<file path="src/rtl/cordic_pkg.sv">
// Shared CORDIC definitions: atan table, angle constants, gain inverse and FSM
// state encoding. Used by both the rotation and the vectoring engines.
package cordic_pkg;

  // Depth of the atan table. The vectoring engine supports ITER up to this value.
  localparam int ATAN_DEPTH = 16;

  // 180 degrees in degrees x 1e7.
  localparam logic signed [31:0] ANGLE_180 = 32'sd1800000000;

  // round(65536 / K), where K ~= 1.646760 is the CORDIC gain.
  localparam logic [15:0] GAIN_INV = 16'd39797;

  typedef enum logic [1:0] {
    ST_IDLE = 2'd0,
    ST_ITER = 2'd1,
    ST_COMP = 2'd2,
    ST_DONE = 2'd3
  } cordic_state_t;

  // round(atan(2^-i) in degrees x 1e7); indices past the table return 0.
  function automatic logic signed [31:0] atan_lut(input logic [4:0] idx);
    case (idx)
      5'd0:    atan_lut = 32'sd450000000;
      5'd1:    atan_lut = 32'sd265650512;
      5'd2:    atan_lut = 32'sd140362435;
      5'd3:    atan_lut = 32'sd71250163;
      5'd4:    atan_lut = 32'sd35763344;
      5'd5:    atan_lut = 32'sd17899106;
      5'd6:    atan_lut = 32'sd8951737;
      5'd7:    atan_lut = 32'sd4476142;
      5'd8:    atan_lut = 32'sd2238105;
      5'd9:    atan_lut = 32'sd1119057;
      5'd10:   atan_lut = 32'sd559529;
      5'd11:   atan_lut = 32'sd279765;
      5'd12:   atan_lut = 32'sd139882;
      5'd13:   atan_lut = 32'sd69941;
      5'd14:   atan_lut = 32'sd34971;
      5'd15:   atan_lut = 32'sd17485;
      default: atan_lut = 32'sd0;
    endcase
  endfunction

endpackage

</file>
<file path="src/rtl/cordic_vec_iter.sv">
// One combinational vectoring micro-rotation: drives y toward zero and
// accumulates the applied rotation into z.
module cordic_vec_iter
  import cordic_pkg::*;
#(
  parameter int WIDTH = 32
) (
  input  logic signed [WIDTH-1:0] x,
  input  logic signed [WIDTH-1:0] y,
  input  logic signed [WIDTH-1:0] z,
  input  logic [4:0]              i,
  output logic signed [WIDTH-1:0] x_next,
  output logic signed [WIDTH-1:0] y_next,
  output logic signed [WIDTH-1:0] z_next
);

  logic signed [WIDTH-1:0] x_sh;
  logic signed [WIDTH-1:0] y_sh;
  logic signed [WIDTH-1:0] step;

  // Rotate clockwise when y is non-negative, counter-clockwise otherwise.
  always_comb begin
    x_sh = x >>> i;
    y_sh = y >>> i;
    step = WIDTH'(atan_lut(i));
    if (!y[WIDTH-1]) begin
      x_next = x + y_sh;
      y_next = y - x_sh;
      z_next = z + step;
    end else begin
      x_next = x - y_sh;
      y_next = y + x_sh;
      z_next = z - step;
    end
  end

endmodule

</file>
<file path="src/rtl/cordic_vector.sv">
// Vectoring-mode CORDIC: converts (x_in, y_in) to angle (degrees x 1e7) and
// K-scaled magnitude. Defining CORDIC_VECTOR_GAIN_COMP_EN adds a one-cycle
// COMP state that removes the CORDIC gain from the magnitude.
module cordic_vector
  import cordic_pkg::*;
#(
  parameter int WIDTH = 32,
  parameter int ITER  = 16   // must not exceed ATAN_DEPTH
) (
  input  logic             clk,
  input  logic             rst,
  input  logic             s,
  input  logic [WIDTH-1:0] x_in,
  input  logic [WIDTH-1:0] y_in,
  output logic             done,
  output logic [WIDTH-1:0] angle,
  output logic [WIDTH-1:0] magnitude
);

  localparam logic signed [WIDTH-1:0] Z_180 = WIDTH'(ANGLE_180);

  cordic_state_t state, state_next;

  logic signed [WIDTH-1:0] x_q, y_q, z_q;
  logic signed [WIDTH-1:0] x_nx, y_nx, z_nx;
  logic [4:0]              cnt;
  logic                    zero_q;
  logic                    iter_last;
  logic                    x_neg, y_neg;

  // The counter reaching ITER means every micro-rotation has been applied.
  assign iter_last = (cnt == 5'(ITER));
  assign x_neg     = x_in[WIDTH-1];
  assign y_neg     = y_in[WIDTH-1];
  assign done      = (state == ST_DONE);

  cordic_vec_iter #(.WIDTH(WIDTH)) u_iter (
    .x      (x_q),
    .y      (y_q),
    .z      (z_q),
    .i      (cnt),
    .x_next (x_nx),
    .y_next (y_nx),
    .z_next (z_nx)
  );

`ifdef CORDIC_VECTOR_GAIN_COMP_EN
  localparam int PW = WIDTH + 16;

  logic signed [PW-1:0]    prod;
  logic signed [WIDTH-1:0] mag_comp;

  // Divide out the CORDIC gain: (x * round(65536/K)) >>> 16.
  always_comb begin
    prod     = PW'(x_q) * $signed({{(PW-16){1'b0}}, GAIN_INV});
    mag_comp = WIDTH'(prod >>> 16);
  end
`endif

  // State register; reset aborts any computation in flight.
  // NOTE: sequential state uses non-blocking assignments so every register
  // samples pre-edge values, independent of block ordering.
  always_ff @(posedge clk or posedge rst) begin
    if (rst) state <= ST_IDLE;
    else     state <= state_next;
  end

  // Next-state logic: load on start, iterate, optionally compensate, hold result.
  // NOTE: the default assignment first keeps this block free of inferred latches.
  always_comb begin
    state_next = state;
    case (state)
      ST_IDLE: if (s) state_next = ST_ITER;
`ifdef CORDIC_VECTOR_GAIN_COMP_EN
      ST_ITER: if (iter_last) state_next = ST_COMP;
      ST_COMP: state_next = ST_DONE;
`else
      ST_ITER: if (iter_last) state_next = ST_DONE;
`endif
      ST_DONE: if (!s) state_next = ST_IDLE;
      default: state_next = ST_IDLE;
    endcase
  end

  // Datapath: pre-rotated load, micro-rotations, and result capture.
  always_ff @(posedge clk or posedge rst) begin
    if (rst) begin
      x_q       <= '0;
      y_q       <= '0;
      z_q       <= '0;
      cnt       <= '0;
      zero_q    <= 1'b0;
      angle     <= '0;
      magnitude <= '0;
    end else begin
      case (state)
        ST_IDLE: begin
          if (s) begin
            cnt    <= '0;
            zero_q <= (x_in == '0) && (y_in == '0);
            if (x_neg) begin
              // Left half-plane: rotate by 180 degrees so x starts non-negative.
              x_q <= -$signed(x_in);
              y_q <= -$signed(y_in);
              z_q <= y_neg ? -Z_180 : Z_180;
            end else begin
              x_q <= $signed(x_in);
              y_q <= $signed(y_in);
              z_q <= '0;
            end
          end
        end
        ST_ITER: begin
          if (!iter_last) begin
            x_q <= x_nx;
            y_q <= y_nx;
            z_q <= z_nx;
            cnt <= cnt + 5'd1;
          end else begin
`ifndef CORDIC_VECTOR_GAIN_COMP_EN
            angle     <= zero_q ? '0 : z_q;
            magnitude <= zero_q ? '0 : x_q;
`endif
          end
        end
`ifdef CORDIC_VECTOR_GAIN_COMP_EN
        ST_COMP: begin
          angle     <= zero_q ? '0 : z_q;
          magnitude <= zero_q ? '0 : mag_comp;
        end
`endif
        default: ;
      endcase
    end
  end

endmodule

</file>
<file path="config.mk">
export PLATFORM = sky130hd
export DESIGN_NAME = cordic_vector
export DESIGN_NICKNAME = d
export VERILOG_FILES = /design/src/rtl/cordic_pkg.sv /design/src/rtl/cordic_vec_iter.sv /design/src/rtl/cordic_vector.sv
export SDC_FILE = /design/constraint.sdc
export NUM_CORES = 1
export LEC_CHECK = 0
export CORE_ASPECT_RATIO = 1.25
export CORE_MARGIN = 2
export CORE_UTILIZATION = 56
export CTS_BUF_LIST = sky130_fd_sc_hd__clkbuf_16
export DETAILED_ROUTE_END_ITERATION = 7
export GPL_TIMING_DRIVEN = 0
export HOLD_SLACK_MARGIN = 0.06
export PLACE_DENSITY = 0.91
export RECOVER_POWER = 25
export SETUP_SLACK_MARGIN = 0.4
export SLEW_MARGIN = 10
export SYNTH_ARGS = -nofsm -noshare
export SYNTH_HDL_FRONTEND = slang
export SYNTH_HIERARCHICAL = 1
export SYNTH_SLANG_ARGS = --single-unit
</file>
<file path="constraint.sdc">
create_clock -name clk -period 7.2 [get_ports clk]
set_input_delay 1.08 -clock clk [delete_from_list [all_inputs] [get_ports clk]]
set_output_delay 1.08 -clock clk [all_outputs]
set_load 0.005 [all_outputs]
</file>
Yosys cells after proc, flatten, opt, wreduce, memory -nomap -nowiden
Memory sizes are Yosys's and may differ from the RTL's. Index checks and enable logic that the tools add are counted.

$add $sub $neg: 9. Shift operators: 2. Multiplexer cells: 26. Reduce and logical (&&, ||, !) cells: 9. Equality and inequality tests: 7.

Operators by type and width (number): 32-bit two-way mux (16); 32-bit case mux with 2 select lines (3); 32-bit adder (3); 32-bit subtractor (3); 32-bit logical NOT (2); 32-bit negation (2); 32-bit by 5-bit >>> shifter with 32-bit output (2); 5-bit two-way mux (2); 5-bit case mux with 2 select lines (1); 2-bit != test (second input constant) (4); 2-bit two-way mux (3); 2-bit case mux with 3 select lines (1); 3-bit AND reduction (2); 5-bit by 1-bit adder with 5-bit output (second input constant) (1); 5-bit equality test (second input constant) (1); 2-bit AND reduction (2); 2-bit by 1-bit equality test with 1-bit output (second input constant) (1); 2-bit equality test (second input constant) (1); 2-bit logical NOT (1); 2-bit nonzero test (1); 1-bit logical AND (1).

Memory bits (read-only): 464. Output and inout bits: 65. Memories: 1. Logic and storage cells: 62. Register bits after elaboration: 168.

Memory list: (no name shown) (words 16, width 29, read ports 1, clocked after Yosys merged registers in 0, wr ports 0, RTL line cordic_pkg.sv:23) `case (idx)`.

Depth between registers and ports, before layout
An unclocked memory read counts as a cell.

Depth after elaboration: 6. Gate-level depth with buffers: 30. Mapped depth without buffers: 25.

By module
Netlist, hierarchy kept.

By module, submodules not included: cordic_vec_iter (cells each 1433, area an instance 11517.3 µm², sequential area each 0.0 µm², times used 1); cordic_vector (cells each 974, area an instance 8747.1 µm², sequential area each 4204.0 µm², times used 1).

Worst setup path after synthesis
Ideal clock, no wire load.

Kind: reg-to-reg. From: reg cnt[0]. To: reg y_q[31]. Library setup time: 132 ps. Buffers on the path: 3. Cell stages (with the launch flop): 25. Data arrival time: 6616 ps. Clock period less this slack: 6748 ps. Setup slack: 452 ps. Required time: 7068 ps. Cells stage by stage: dfrtp_1 -> buf_6 -> buf_12 -> buf_12 -> mux4_2 -> mux4_2 -> a211o_1 -> inv_1 -> ha_1 -> o2111ai_1 -> o21a_1 -> xnor2_1 -> ha_1 -> or3_1 -> o311a_1 -> a211oi_1 -> o31ai_1 -> a2111oi_0 -> o31ai_1 -> o41ai_1 -> o21ai_0 -> xnor2_1 -> or3_1 -> o211ai_1 -> o21ai_1.

Word-level cells in the longest chain between the ends: 5. Elaborated cells on any way between the ends: 9.

Ends and longest elaborated chain: from (decl) (RTL line cordic_vector.sv:26) `logic [4:0] cnt;`; from (signal assigned) (RTL line cordic_vector.sv:118) `cnt <= cnt + 5'd1;`; 32-bit by 5-bit >>> shifter with 32-bit output * (RTL line cordic_vec_iter.sv:23) `x_sh = x >>> i;`; 32-bit subtractor or 32-bit adder (tied branches) (RTL line cordic_vec_iter.sv:28, cordic_vec_iter.sv:32); 32-bit two-way mux * (RTL line cordic_vec_iter.sv:26) `if (!y[WIDTH-1]) begin`; via y_nx[31] (RTL line cordic_vector.sv:25) `logic signed [WIDTH-1:0] x_nx, y_nx, z_nx;`; 32-bit two-way mux * (RTL line cordic_vector.sv:114) `if (!iter_last) begin`; 32-bit case mux with 2 select lines * (RTL line cordic_vector.sv:96) `case (state)`; to (signal assigned) (RTL line cordic_vector.sv:104) `y_q <= -$signed(y_in);`; to (signal assigned) (RTL line cordic_vector.sv:108) `y_q <= $signed(y_in);`; to (signal assigned) (RTL line cordic_vector.sv:116) `y_q <= y_nx;`; to (decl) (RTL line cordic_vector.sv:24) `logic signed [WIDTH-1:0] x_q, y_q, z_q;`.

Mark *: on every way through the listed nets, which the timed path passes. The rest lies on a longest branch. The select of a mux whose other input is x is not followed. A chain may end at the register's enable or synchronous reset.

Worst setup path after layout
From: reg y_q[31]. To: reg y_q[31].

Word-level cells in the longest chain between the ends: 4. Elaborated cells on any way between the ends: 5.

Ends and longest elaborated chain (RTL line): 32-bit subtractor or 32-bit adder (tied branches) (cordic_vec_iter.sv:28, cordic_vec_iter.sv:32); 32-bit two-way mux * (cordic_vec_iter.sv:26); via y_nx[31] (cordic_vector.sv:25); 32-bit two-way mux * (cordic_vector.sv:114); 32-bit case mux with 2 select lines * (cordic_vector.sv:96).

Marked as above.

==> flow_summary.yaml <==
run_status:
  status: "complete, but fails checks"
  violations: "max-capacitance violations, max-slew violations"
clocking:
  root_buffer: "clkbuf_16"
  clkSinkCount: 168
  insertion_delay_ns: 0.46
  cts-buffers-inserted: 17
  clkTransAtPathRegs_ns: 0.08
  clockBufferDepth: 2
  cts_max_level: 4
  tritoncts: "yes"
worst_setup_path:
  r2r_slack_ns: 0.42
  crit-reg2reg-launch: "y_q[31]"
  r2r-end: "y_q[31]"
  r2r_cells: 21
  start_kind: "register"
  crit_type: "reg -> reg"
  critical_path_arrival_ns: 7.08
  cp_max_fo: 10
  path_cells: "clkbuf_1 > clkbuf_1 > buf_1 > clkbuf_1 > nor2_1 > a21oi_2 > ha_1 > a21o_1 > and4_1 > o311a_1 > a211oi_4 > o31ai_4 > a2111oi_2 > buf_4 > o31ai_2 > o41ai_2 > o21ai_1 > xnor2_2 > or3_1 > o211ai_1 > o21ai_1"
  cp_common_cell: "clkbuf_1"
  max_stage_delay_ns: 0.77
  crit_slowest_cell: "clkbuf_1"
  critPathCaptureType: "register"
  crit_required_ns: 7.50
yosys:
  synthArstFlopShare_pct: 100.0
  ys_seq_elements: 168
  synthSimpleGateAreaFrac_pct: 19.98
  syn_nets: 2595
  yosysSeqAreaShare_pct: 20.75
  synth_top_family_by_area: "compound AO/OA/AOI/OAI gates"
  synth-edff-count: 0
  ys.flop_type: "dfrtp_1"
  syn_avg_cell_area_sq_um: 8.419
  synthMuxAreaShare_pct: 15.20
  synth_top_area_cell: "dfrtp_1"
  synth.most_common_cell: "nand2_1"
  synth_compound_area_share_pct: 21.38
  synth_warnings: 6
  netlist_instances: 2407
  synthXorXnorAreaFrac_pct: 9.329
  synthTopCellsByArea: "dfrtp_1 (21%), ha_1 (7.3%), mux4_2 (7.1%)"
  syn-cell-area_sq_um: 20260
  synth_fa_ha_area_share_pct: 7.632
  yosys.area.top_type_share_pct: 20.75
  synth_commonest_cells: "nand2_1 (287), o21ai_0 (225), nor2_1 (169), dfrtp_1 (168), a21oi_1 (167)"
  synth_cell_types: 113
route:
  drtPass1Iterations: 6
  wire_per_inst_microns: 28.81
  via_per_inst: 7.069
  drtIter0Drc: 2755
  drt.antenna.violating_nets: 0
  post-route-drc-count: 0
  vias: 21890
  wirelength_microns: 89210
timing:
  fmax_ghz: 0.1476
  period_minus_slack_ns: 6.776
  drv_slew: 171
  worstMarginPinSlew_ns: 2.872
  hold_viol: 0
  rsz0062_at_grt: "yes"
  slew_headroom_pct: -91.44
  setup_viol: 0
  clock_skew_ns: 0.02185
  setup_ws_ns: 0.4237
  period_share_pct: 94.12
worst_hold_path:
  worstHoldPathType: "reg -> reg"
  hold_end: "angle[26]"
  hold_depth: 2
  hp-start: "angle[26]"
layout:
  drive_gt1_share_pct: 14.76
  nets: 2797
  fin_area_sq_um: 23980
  syn_to_final_growth_pct: 18.33
  fill_cells: 2842
  final_core_util_pct: 67.45
global_route:
  antenna_found_initial: 2
  grt_pass1_vias: 21310
  grt_overflow: 0
  grt_use_total_pct: 46.23
  grt_pass1_wl_microns: 130800
  grt_max_degree: 114
place:
  place_congestion: 1.094
  place_area_sq_um: 22190
  io_buffers: 130
  hpwl_microns: 68210
  dpl_worst_slack_ns: -1.693
die:
  die_h_microns: 216.7
  start_util_pct: 57.00
  ios: 132
  std_cell_rows: 77
  die_area_sq_um: 37730
  die_w_microns: 174.1
  core-area_sq_um: 35550
run:
  maxCapViolations: 2
## sequential cells by signal (all words and copies together) (netlist names)
name,cells
cnt,5
y_q,32
magnitude,32
z_q,32
state,2
x_q,32
zero_q,1
angle,32
## metrics by stage
stage          setup TNS (ns)  cells  hold WS [ns]
2_1_floorplan               0   2407        0.4733
5_1_grt                     0   3096        0.5087
6_report                    0   3097        0.4807
3_5_place_dp           -14.49   3012        0.4699
4_1_cts                     0   3066        0.4850
3_3_place_gp           -80.97   3011        0.4613
## layer usage
layer | vias to the layer above | global-route usage (%) | part of all wire, %
met5 | - | 0 | 0.015
met4 | 2 | 37.42 | 10
met3 | 526 | 13.56 | 11
met2 | 1635 | 72.91 | 44
met1 | 10470 | 52.09 | 34
li1 | 9261 | - | -
## cell type report
type                    instances  area, sq um  share of cell area [%]
clock inverters                15        166.4                  0.6940
inverters                      66        259.0                   1.080
clock buffers                  17        425.4                   1.774
diodes                          1        2.502                 0.01044
plain buffers                 158         1054                   4.394
multi-input cells            2015        15560                   64.90
repair buffers                183         1704                   7.107
well taps                     474        593.1                   2.473
flip-flops and latches        168         4212                   17.56
## what timing repair did
action | 4_1_cts | 5_1_grt
pin swaps | 11 | 26
endpoints found under the setup margin | 46 | 20
hold buffers | 0 | 0
resized for setup | 85 | 102
endpoints found under the hold margin | 0 | 0
buffers inserted | 22 | 30
## critical path: cells and delay by family, from the launching register on
kind / cells / cell delay, ns
AOI/OAI and AO/OA: 11 / 2.40
and+or+nand+nor: 3 / 0.78
xor gates and xnor gates: 1 / 0.23
adders and majority gates: 1 / 0.29
DFF: 1 / 0.35
buffers and inverters: 5 / 2.58
## cell usage in the layout (no fill, tap or decap), drive strengths merged, types with 15 or more instances in the layout
master / count
or3: 34
o22ai: 25
buf: 104
a211oi: 21
xnor2: 129
o31ai: 25
nand2b: 80
xor2: 86
dfrtp: 168
mux4: 87
nor2b: 23
o211ai: 15
a31oi: 22
o21ai: 227
or4: 21
a21o: 40
o41ai: 21
nand3: 62
a21oi: 168
nor2: 170
nor4: 16
o21a: 25
mux2i: 70
mux2: 27
inv: 71
nor3: 28
clkdlybuf4s50: 128
and3: 17
ha: 118
clkbuf: 124
nand2: 289
## kinds of logic after synthesis
kind of cell | after synthesis
xor gates and xnor gates | 215
buffers and inverters | 224
AOI/OAI and AO/OA | 687
and+or+nand+nor | 807
adders and majority gates | 122
muxes | 184
DFF | 168
## how the worst max path moves through the flow
stage	start	cells after the start	endpoint	slack, ns
4_1_cts	cnt[0]	24	y_q[31]	0.39
2_1_floorplan	cnt[0]	24	y_q[31]	0.45
3_5_place_dp	cnt[0]	25	y_q[31]	-1.69
5_1_grt	cnt[0]	25	y_q[31]	0.35
3_3_place_gp	cnt[0]	25	y_q[31]	-1.60
6_report	y_q[31]	21	y_q[31]	0.42
Power is not shown: default switching activity piles up to over one toggle a cycle in this logic, so the estimate is an artifact.
